## src/rtl/pwm_sample_player.sv

```systemverilog
// Audio PWM back end: once per PWM period, fetch a duty sample from the async FIFO or the
// CPU duty register, and drive a registered, glitch-free PWM bit.
module pwm_sample_player #(
    parameter int unsigned WIDTH = 12
) (
    input  logic             clk,
    input  logic             rst,
    input  logic             dac_source,
    input  logic [WIDTH-1:0] rv_duty_cycle,
    input  logic             req,
    output logic             ack,
    input  logic [WIDTH-1:0] async_duty_cycle,
    input  logic             async_empty,
    output logic             async_r_en,
    output logic             underrun,
    output logic             pwm
);

    localparam logic [WIDTH-1:0] CNT_LAST    = {WIDTH{1'b1}};
    // Decision edges sit one cycle ahead so registered strobes are visible at LAST-2 / LAST.
    localparam logic [WIDTH-1:0] CNT_ARM     = CNT_LAST - WIDTH'(3);
    localparam logic [WIDTH-1:0] CNT_CAPTURE = CNT_LAST - WIDTH'(1);

    logic [WIDTH-1:0] cnt;
    logic [WIDTH-1:0] duty;
    logic [WIDTH-1:0] next_duty;
    logic             mode;
    logic             rd_pend;

    // Free-running period counter and registered comparator output.
    always_ff @(posedge clk) begin
        if (rst) begin
            cnt <= '0;
            pwm <= 1'b0;
        end else begin
            cnt <= cnt + WIDTH'(1);
            pwm <= (cnt < duty);
        end
    end

    // FIFO fetch: at most one read strobe per period, or an underrun pulse when empty.
    always_ff @(posedge clk) begin
        if (rst) begin
            async_r_en <= 1'b0;
            underrun   <= 1'b0;
            rd_pend    <= 1'b0;
        end else begin
            async_r_en <= 1'b0;
            underrun   <= 1'b0;
            if (cnt == CNT_ARM && !mode) begin
                if (!async_empty) begin
                    async_r_en <= 1'b1;
                    rd_pend    <= 1'b1;
                end else begin
                    underrun <= 1'b1;
                    rd_pend  <= 1'b0;
                end
            end else if (cnt == CNT_CAPTURE) begin
                rd_pend <= 1'b0;
            end
        end
    end

    // Sample staging, CPU handshake and period-boundary loads of duty and mode.
    always_ff @(posedge clk) begin
        if (rst) begin
            ack       <= 1'b0;
            next_duty <= '0;
            duty      <= '0;
            mode      <= 1'b0;
        end else begin
            ack <= 1'b0;
            if (cnt == CNT_CAPTURE) begin
                if (rd_pend) begin
                    next_duty <= async_duty_cycle;
                end
                if (mode && req) begin
                    ack <= 1'b1;
                end
            end
            if (cnt == CNT_LAST) begin
                mode <= dac_source;
                if (mode) begin
                    // ack is high exactly in this cycle when the CPU value is consumed
                    if (ack) begin
                        duty      <= rv_duty_cycle;
                        next_duty <= rv_duty_cycle;
                    end
                end else begin
                    duty <= next_duty;
                end
            end
        end
    end

endmodule

```

## config.mk

```make
export PLATFORM = sky130hd
export DESIGN_NAME = pwm_sample_player
export DESIGN_NICKNAME = d
export VERILOG_FILES = /design/src/rtl/pwm_sample_player.sv
export SDC_FILE = /design/constraint.sdc
export NUM_CORES = 1
export LEC_CHECK = 0
export ABC_AREA = 0
export CAP_MARGIN = 5
export CORE_MARGIN = 2
export CORE_UTILIZATION = 40
export DETAILED_ROUTE_END_ITERATION = 12
export GPL_ROUTABILITY_DRIVEN = 1
export SYNTH_ARGS = -nofsm -noshare
export SYNTH_HDL_FRONTEND = slang
export SYNTH_SLANG_ARGS = --single-unit
```

## constraint.sdc

```tcl
create_clock -name clk -period 2.18 [get_ports clk]
set_input_delay 0.218 -clock clk [delete_from_list [all_inputs] [get_ports clk]]
set_output_delay 0.218 -clock clk [all_outputs]
set_load 0.02 [all_outputs]
```

# ---- Word level (Yosys, flattened, before mapping)
# Index checks and enable logic that the tools add are counted.
dict set report classes {
  n_addsub 1
  mul 0
  n_div 0
  n_lt_le_gt_ge 1
  n_eq_ne 4
  shift 0
  n_mux 12
  bitwise 2
  n_reduce_logical 7
}
# op n
set ops {}
lappend ops {{12-bit two-way mux} 7}
lappend ops {{12-bit equality test, second input constant} 3}
lappend ops {{12-bit by 1-bit adder with 12-bit output, second input constant} 1}
lappend ops {{12-bit < comparator} 1}
lappend ops {{1-bit two-way mux} 5}
lappend ops {{2-bit OR reduction} 2}
lappend ops {{1-bit logical AND} 2}
lappend ops {{2-bit inequality test, second input constant} 1}
lappend ops {{1-bit inverter} 2}
lappend ops {{2-bit AND reduction} 1}
lappend ops {{2-bit nonzero test} 1}
lappend ops {{1-bit logical NOT} 1}
dict set report word_totals {
  register_bits 42
  latch_bits 0
  ramBits 0
  mem_bits_ro 0
  input_bits 29
  out_inout_bits 4
  elab_cells 36
  memories 0
}

# ---- Longest topological paths before layout
# Gate-level depths: netlist of the first run.
dict set report depth {
  depth_word 5
  depth_mapped 7
  ltp_nobuf 6
}

# ---- Least setup slack after synthesis of the first run
# Ideal clock, no wire load.
dict set report synth_path {
  path_type {reg2reg}
  from {register cnt[1]}
  to {register next_duty[4]}
  setup_time_ps 142
  arrival_time_ps 1643
  required_ps 2038
  slack_ps 395
  path_stages_with_launch 8
  n_path_buf 2
  period_less_slack_ps 1785
  path_cell_list {dfxtp_1 -> ha_1 -> nand3_2 -> or4_1 -> buf_2 -> buf_6 -> nor2_1 -> a211oi_2}
}
dict set report synth_between {
  elab_chain_len 5
  elab_cells_between_ends 6
  cone_classes {eq/ne: 2; mux: 4}
}
# item line_no
set synth_lines {}
lappend synth_lines {{start, declared} 24} ;# logic [WIDTH-1:0] cnt;
lappend synth_lines {{start signal, assigned} 36} ;# cnt <= cnt + WIDTH'(1);
lappend synth_lines {{12-bit equality test} 73} ;# if (cnt == CNT_CAPTURE) begin
lappend synth_lines {{12-bit two-way mux} 73}
lappend synth_lines {{12-bit two-way mux} 85} ;# if (ack) begin
lappend synth_lines {{12-bit two-way mux} 83} ;# if (mode) begin
lappend synth_lines {{12-bit two-way mux *} 81} ;# if (cnt == CNT_LAST) begin
lappend synth_lines {{end signal, assigned} 75} ;# next_duty <= async_duty_cycle;
lappend synth_lines {{end signal, assigned} 87} ;# next_duty <= rv_duty_cycle;
lappend synth_lines {{end, declared} 26} ;# logic [WIDTH-1:0] next_duty;
# Mark *: on every way between the ends. The rest lies on a longest branch, timed or not.
# A chain may end at the register's enable or synchronous reset.

# ---- Worst setup path after layout of the first run
dict set report layout_path {
  from {register cnt[1]}
  to {register next_duty[8]}
}
# Same word-level chain as after synthesis.

==> impl_summary.txt, run 1 <==
----------------------------------------------------
[Status]
  Run status ... completed

[Global route]
  Total track usage ... roughly 15%
  Global Route met1 Usage ... 18.6%
  Total global routing overflow ... 0
  GR met2 Demand/Resource ... about 26%
  Global-route track usage on met3 ... under 10%
  Pin count of the biggest net entering global routing ... 35
  Initial antenna violation count ... 0
  Busiest metal layer after global routing ... met2
  Global-route wire length before repair ... roughly 7400 um
  Via count of the first global-routing pass ... ~1600

[STA]
  Post-Route Skew ... between 0.006 and 0.007 ns
  Fin Hold WS ... 0.441 ns
  Part of the cycle the worst path needs ... between 80% and 90%
  Worst-margin pin slew ... around 0.68 ns
  Remaining max-slew budget at the tightest pin ... 54.9%
  Hold Vio Cnt, Final ... 0
  Max Transition Viols Final ... 0
  RSZ-0062 raised after global routing ... no
  Final TNS setup ... 0 ns
  Min Tclk post-route ... between 1.5 and 2 ns
  Final setup violating endpoints ... 0
  Achievable frequency ... 521 MHz

[Run]
  Max cap viols ... 0

[Routing]
  Detailed-route DRC error count ... 0
  Vias/cell ... approximately 5
  Number of detailed-routing iterations run before antenna repair ... 4
  Count of antenna-violating nets left after detailed routing ... 0
  Total number of vias ... between 1500 and 2000
  WL/cell ... 12.5 um
  Final routed wirelength across all metal layers ... ~4200 um
  Number of violations reported at the end of detailed-routing iteration 0 ... 32

[Hold path]
  Min-delay worst type ... in2reg
  Hold path start ... rst

[Setup path]
  Highest cell delay on the worst timing path ... 0.54 ns
  Crit path capture type ... register
  Critical path arrival ... 2.07 ns
  Gate family responsible for the most delay along the worst path ... simple AND/OR/NAND/NOR gates
  Critical-path cell list ... ha_1, nand3_2, or4_1, buf_4, nor2_1, a211oi_2
  Launch instance of the worst register-to-register path ... cnt[1]
  Type of the worst setup path ... reg2reg
  Kind of start point of the critical path ... register
  Crit path launch ... cnt[1]
  Maximum fanout count along the critical path ... 24
  WP data required ... 2.33 ns
  Slowest cell on the critical path ... or4_1
  Sum of buffers and inverters on the critical path ... 1

[Power]
  Maximum VDD drop ... 247 uV
  Power density over the cells ... 523 nW/um2
  LEAKAGE ... between 0.8 and 0.9 nW

[Cells and area]
  Final #Nets ... around 300
  Synthesis-to-layout area growth ... 20.7%
  Antenna Diode Count ... 0
  Post-layout util ... 49.2%
  Ratio of cells with drive above 1 in the final layout ... around 12%

[Synth]
  Syn Area/Cell ... about 9.5 um2
  Dominant combinational cell family by area after synthesis ... simple AND/OR/NAND/NOR gates
  Synth area leaders ... dfxtp_1 (38%), mux2i_1 (11%), ha_1 (7.9%), a211oi_2 (6.8%), nor2_1 (6.4%)
  Synth Area in Simple Gates ... 18.0%
  Yosys top cell area share ... 37.9%
  Total number of yosys warnings ... 0
  Net count of the mapped netlist ... about 280
  XOR/XNOR Fraction of Synth Area ... under 10%
  Mux share of post-synthesis cell area ... a little under an eighth
  Instance count of the mapped netlist ... ~230
  Number of flip-flops and latches in the synthesized netlist ... 42
  Cell variety after synth ... 38
  Portion of the post-synthesis area used by sequential elements ... 37.9%
  Area leader, netlist ... dfxtp_1
  Complex-gate fraction of the synthesized area ... approximately 15%
  Mapped cell area ... 2220 um2
  Post-Synth Adder-Cell Area ... under 10%

[Floorplan]
  Core Rows ... 27
  Die extent in x ... 78.4 um
  Vertical die dimension ... between 70 and 80 um
  DIE AREA ... between 6000 and 7000 um2
  Standard cell core area ... ~5400 um2
  I/O pin count ... 33
  Initial Util ... about two fifths

[Clocking]
  Clock sinks ... 42
  Clk Latency, worst-skew pair ... a little under 0.3 ns
  Number of clock buffers inserted by TritonCTS ... 5
  Maximum level of the CTS H-tree ... 2
  Clock Pin Slew Worst Setup and Hold Paths ... roughly 0.080 ns
  Post-cts repair resize count ... 0
  TritonCTS clock tree ... yes
  Post-CTS Hold Fix Bufs ... 0
  Longest Clk Path Bufs ... 2
  Root buffer selected by CTS ... clkbuf_8
  Post-CTS setup buffer count ... 0

[Place]
  Total half-perimeter wirelength after legalization and detailed placement ... slightly above 3000 um
  Port Buffer Count ... 32
  Routability Congestion ... between 0.7 and 0.8

----------------------------------------------------
==> sequential cells by signal, indices dropped and copies added (netlist names) <==
name        cells
cnt            12
duty           12
next_duty      12
ack             1
async_r_en      1
mode            1
pwm             1
rd_pend         1
underrun        1
==> layer usage <==
metal | wire length (um) | part of all wire [%]
met3 | 128 | 3.0
met2 | 1920 | 45
met4 | 78 | 1.9
met5 | 0 | 0
met1 | 2090 | 50
==> per-stage QoR <==
stage          instances  power [W]  cell area [um2]  worst slack (ns)
2_1_floorplan        234   0.000839             2220             0.395
3_3_place_gp         329   0.000906             2580             0.305
3_5_place_dp         329   0.000906             2580             0.267
4_1_cts              337    0.00143             2680             0.253
5_1_grt              337    0.00147             2680             0.150
6_report             337    0.00140             2680             0.262
==> where the power goes <==
part	internal, W	total, W	switching (W)
registers	0.000773	0.000781	0.00000811
logic	0.0000640	0.000106	0.0000416
clock network	0.000256	0.000512	0.000257
==> cell type report <==
type                    count  area [um2]
multi-input cells         162        1240
flip-flops and latches     42         841
clock buffers               7        86.3
well taps                  72        90.1
fillers                   538        2760
inverters                  15        56.3
clock inverters             1        5.00
repair buffers             38         360
==> path summary, 6_finish.rpt <==
path | cells past startpoint | end | slack [ns]
worst max-delay path | 6 | next_duty[8] | 0.26
worst min register to register | 1 | cnt[0] | 0.48
worst min-delay path | 2 | cnt[0] | 0.44
worst max register to register | 6 | next_duty[8] | 0.26
==> cells by family after synthesis <==
kind of cell | after synthesis
AO/OA/AOI/OAI | 36
XOR/XNOR | 9
adder cells (fa/ha/maj) | 14
buffers and inverters | 30
flip-flops | 42
multiplexers | 25
AND/OR/NAND/NOR | 78
==> cell usage in the layout, fill, tap and decap left out, types with 2 or more instances in the layout <==
cell type,netlist,routed
dfxtp_1,42,42
xor2_1,6,6
and4_1,3,3
o21ai_0,2,2
nor2b_1,2,2
xnor2_1,3,3
nor2_1,38,38
clkbuf_8,0,6
and3_1,2,2
a211oi_2,12,12
nand4_1,6,6
a211oi_1,12,12
nand2_1,6,6
nand3_1,8,8
buf_4,1,6
clkdlybuf4s50_1,0,31
inv_1,15,15
nor3_1,3,3
nand4_2,2,2
ha_1,14,14
mux2i_1,25,25
a21oi_1,5,5
==> synthesized netlist by cell type <==
cell	number
nor2b_1	2
a211oi_1	12
buf_4	1
nand4_2	2
xor2_1	6
nand3_2	1
o21ai_0	2
mux2i_1	25
xnor2_1	3
or4_1	1
o21a_1	1
ha_1	14
buf_1	1
and3_1	2
a2111oi_4	1
nand3_1	8
nor2_1	38
nor4b_1	1
or3_1	1
nor3_2	1
a21oi_1	5
a21o_1	1
nand2_1	6
dfxtp_1	42
inv_1	15
o211ai_1	1
nand2b_1	1
nor4_1	1
a2111oi_0	1
nand4_1	6
buf_2	3
nor3_1	3
buf_6	2
clkbuf_1	7
or3b_2	1
a211oi_2	12
and4_1	3
clkbuf_4	1
Power figures use the tool's default switching activity.
==> run 2, diff against run 1 <==
- CORE_UTILIZATION: 40 -> 27
==> run 2 against run 1 <==
Die area is 45% higher. Utilization is 15 points lower. Critical path type unchanged. Largest cell class unchanged. First-iteration DRC count is 100% higher. Maximum frequency rose by 1.2%. Register-to-register slack better by 0.02 ns. Count of clock-buffer cells in the layout down 1. Sequential cell count unchanged. Worst setup slack better by 0.022 ns. Critical endpoint unchanged. Critical path depth unchanged. Combinational power hardly changed. Largest power group unchanged. Sequential power about the same.
==> impl_summary.txt, run 2 (synthesis results as in run 1) <==
----------------------------------------------------
[Status]
  Run status ... completed

[Cells and area]
  Ratio of cells with drive above 1 in the final layout ... roughly an eighth
  Post-route insts no fill ... 370
  Count of filler cells inserted in the layout ... 875
  Sequential cell area in the final layout ... 841 um2
  Most common library cell in the layout ignoring fill and taps ... dfxtp_1
  Largest registers ranked by flip-flop count ... cnt: 12 flops, duty: 12 flops, next_duty: 12 flops
  Antenna Diode Count ... 0
  Final #Nets ... between 300 and 400
  Synthesis-to-layout area growth ... 25.5%
  Post-layout util ... about a third
  Area taken by multi-input logic gates ... around 1200 um2
  Commonest non-fill, non-tap cells in the layout ... dfxtp_1 (42), nor2_1 (38), clkdlybuf4s50_1 (31), mux2i_1 (25), inv_1 (15)

[STA]
  Remaining max-slew budget at the tightest pin ... about 55%
  Worst-margin pin slew ... 0.681 ns
  Final TNS setup ... 0 ns
  Min Tclk post-route ... 1.90 ns
  Achievable frequency ... roughly 530 MHz
  RSZ-0062 raised after global routing ... no
  Max Transition Viols Final ... 0
  Fin Hold WS ... 0.432 ns
  Post-Route Skew ... about 0.0083 ns
  Hold Vio Cnt, Final ... 0
  Part of the cycle the worst path needs ... roughly 87%
  Final setup violating endpoints ... 0

[Routing]
  Number of violations reported at the end of detailed-routing iteration 0 ... 64
  Total number of vias ... ~1700
  Final routed wirelength across all metal layers ... 4210 um
  Vias/cell ... between 4 and 5
  WL/cell ... 11.4 um
  Count of antenna-violating nets left after detailed routing ... 0
  Number of detailed-routing iterations run before antenna repair ... 2
  Detailed-route DRC error count ... 0

[Power]
  Power density over the cells ... 590 nW/um2
  Maximum VDD drop ... between 200 and 250 uV
  LEAKAGE ... a little over 0.9 nW
  Sum of internal, switching and leakage power ... about 0.0016 W

[Clocking]
  Post-cts repair resize count ... 0
  Root buffer selected by CTS ... clkbuf_8
  TritonCTS clock tree ... yes
  Post-CTS Hold Fix Bufs ... 0
  Clk Latency, worst-skew pair ... ~0.29 ns
  Longest Clk Path Bufs ... 2
  Clock Pin Slew Worst Setup and Hold Paths ... ~0.080 ns
  Number of clock buffers inserted by TritonCTS ... 5
  Post-CTS setup buffer count ... 0
  Maximum level of the CTS H-tree ... 2
  Clock sinks ... 42

[Place]
  Instance count after placement with tap cells included ... approximately 360
  Routability Congestion ... ~0.74
  Port Buffer Count ... 32
  Total half-perimeter wirelength after legalization and detailed placement ... 3130 um

[Setup path]
  WP data required ... 2.33 ns
  Length in cells of the worst reg-to-reg path ... 6
  Crit path capture type ... register
  Kind of start point of the critical path ... register
  Critical path arrival ... a little over 2 ns
  Maximum fanout count along the critical path ... 24
  Type of the worst setup path ... reg2reg

[Run]
  Max cap viols ... 0

[Hold path]
  Min-delay worst type ... in2reg
  Number of cells on the worst hold path ... 2

[Global route]
  Total track usage ... approximately a tenth
  Pin count of the biggest net entering global routing ... 36
  Via count of the first global-routing pass ... 1638
  Global-route wire length before repair ... 7260 um
  Initial antenna violation count ... 0
  Total global routing overflow ... 0

[Floorplan]
  Vertical die dimension ... between 90 and 100 um
  Core Rows ... 33
  Die extent in x ... 94.6 um
  I/O pin count ... 33
  Initial Util ... between 20% and 30%
  DIE AREA ... 8950 um2
  Standard cell core area ... ~8100 um2

----------------------------------------------------
[run 2: cell types whose count changed in the layout (fill, tap and decap cells not counted), sizes merged]
| cell | previous run | this run |
|---|---|---|
| bufinv | 0 | 2 |
| clkbuf | 7 | 6 |
| clkinv | 1 | 0 |
[run 2: path summary, 6_finish.rpt]
kind              startpoint            to  slack [ns]
setup / recovery      cnt[1]  next_duty[8]        0.28
hold / removal           rst        cnt[0]        0.43
setup reg to reg      cnt[1]  next_duty[8]        0.28
hold reg to reg      rd_pend       rd_pend        0.48
[run 2: final cells by class]
cell class	count	share of cell area, %
Multi-Input combinational cell	162	44.5
Timing Repair Buffer	38	13.4
Sequential cell	42	30.2
Clock buffer	6	2.97
Clock inverter	2	2.16
Inverter	15	2.03
Tap cell	105	4.73
[run 2: metal layers]
layer	GRT usage [%]	wire, um	vias up
li1	-	-	886
met1	12.2	2020	764
met2	17.9	2000	22
met3	2.71	129	7
met4	2.90	53	0
met5	0	0	-
[run 2: metrics by stage]
| step | worst slack, ns | cell area, um2 |
|---|---|---|
| finish | 0.285 | 2780 |
| global route | 0.167 | 2780 |
| CTS | 0.276 | 2780 |
| detailed placement | 0.294 | 2640 |
| global placement | 0.323 | 2640 |
| floorplan | 0.395 | 2220 |
[run 2: power by group]
part / switching [W] / leakage, nW / internal (W)
clock network: 0.000264 / 0.0714 / 0.000489
logic: 0.0000417 / 0.512 / 0.0000640
registers: 0.00000833 / 0.339 / 0.000773
total: 0.000314 / 0.923 / 0.00133
[run 2: critical path, cell delays in order (launching register included)]
cell	delay (ns)
dfxtp_1	0.42
ha_1	0.24
nand3_2	0.11
or4_1	0.53
buf_4	0.25
nor2_1	0.15
a211oi_2	0.06
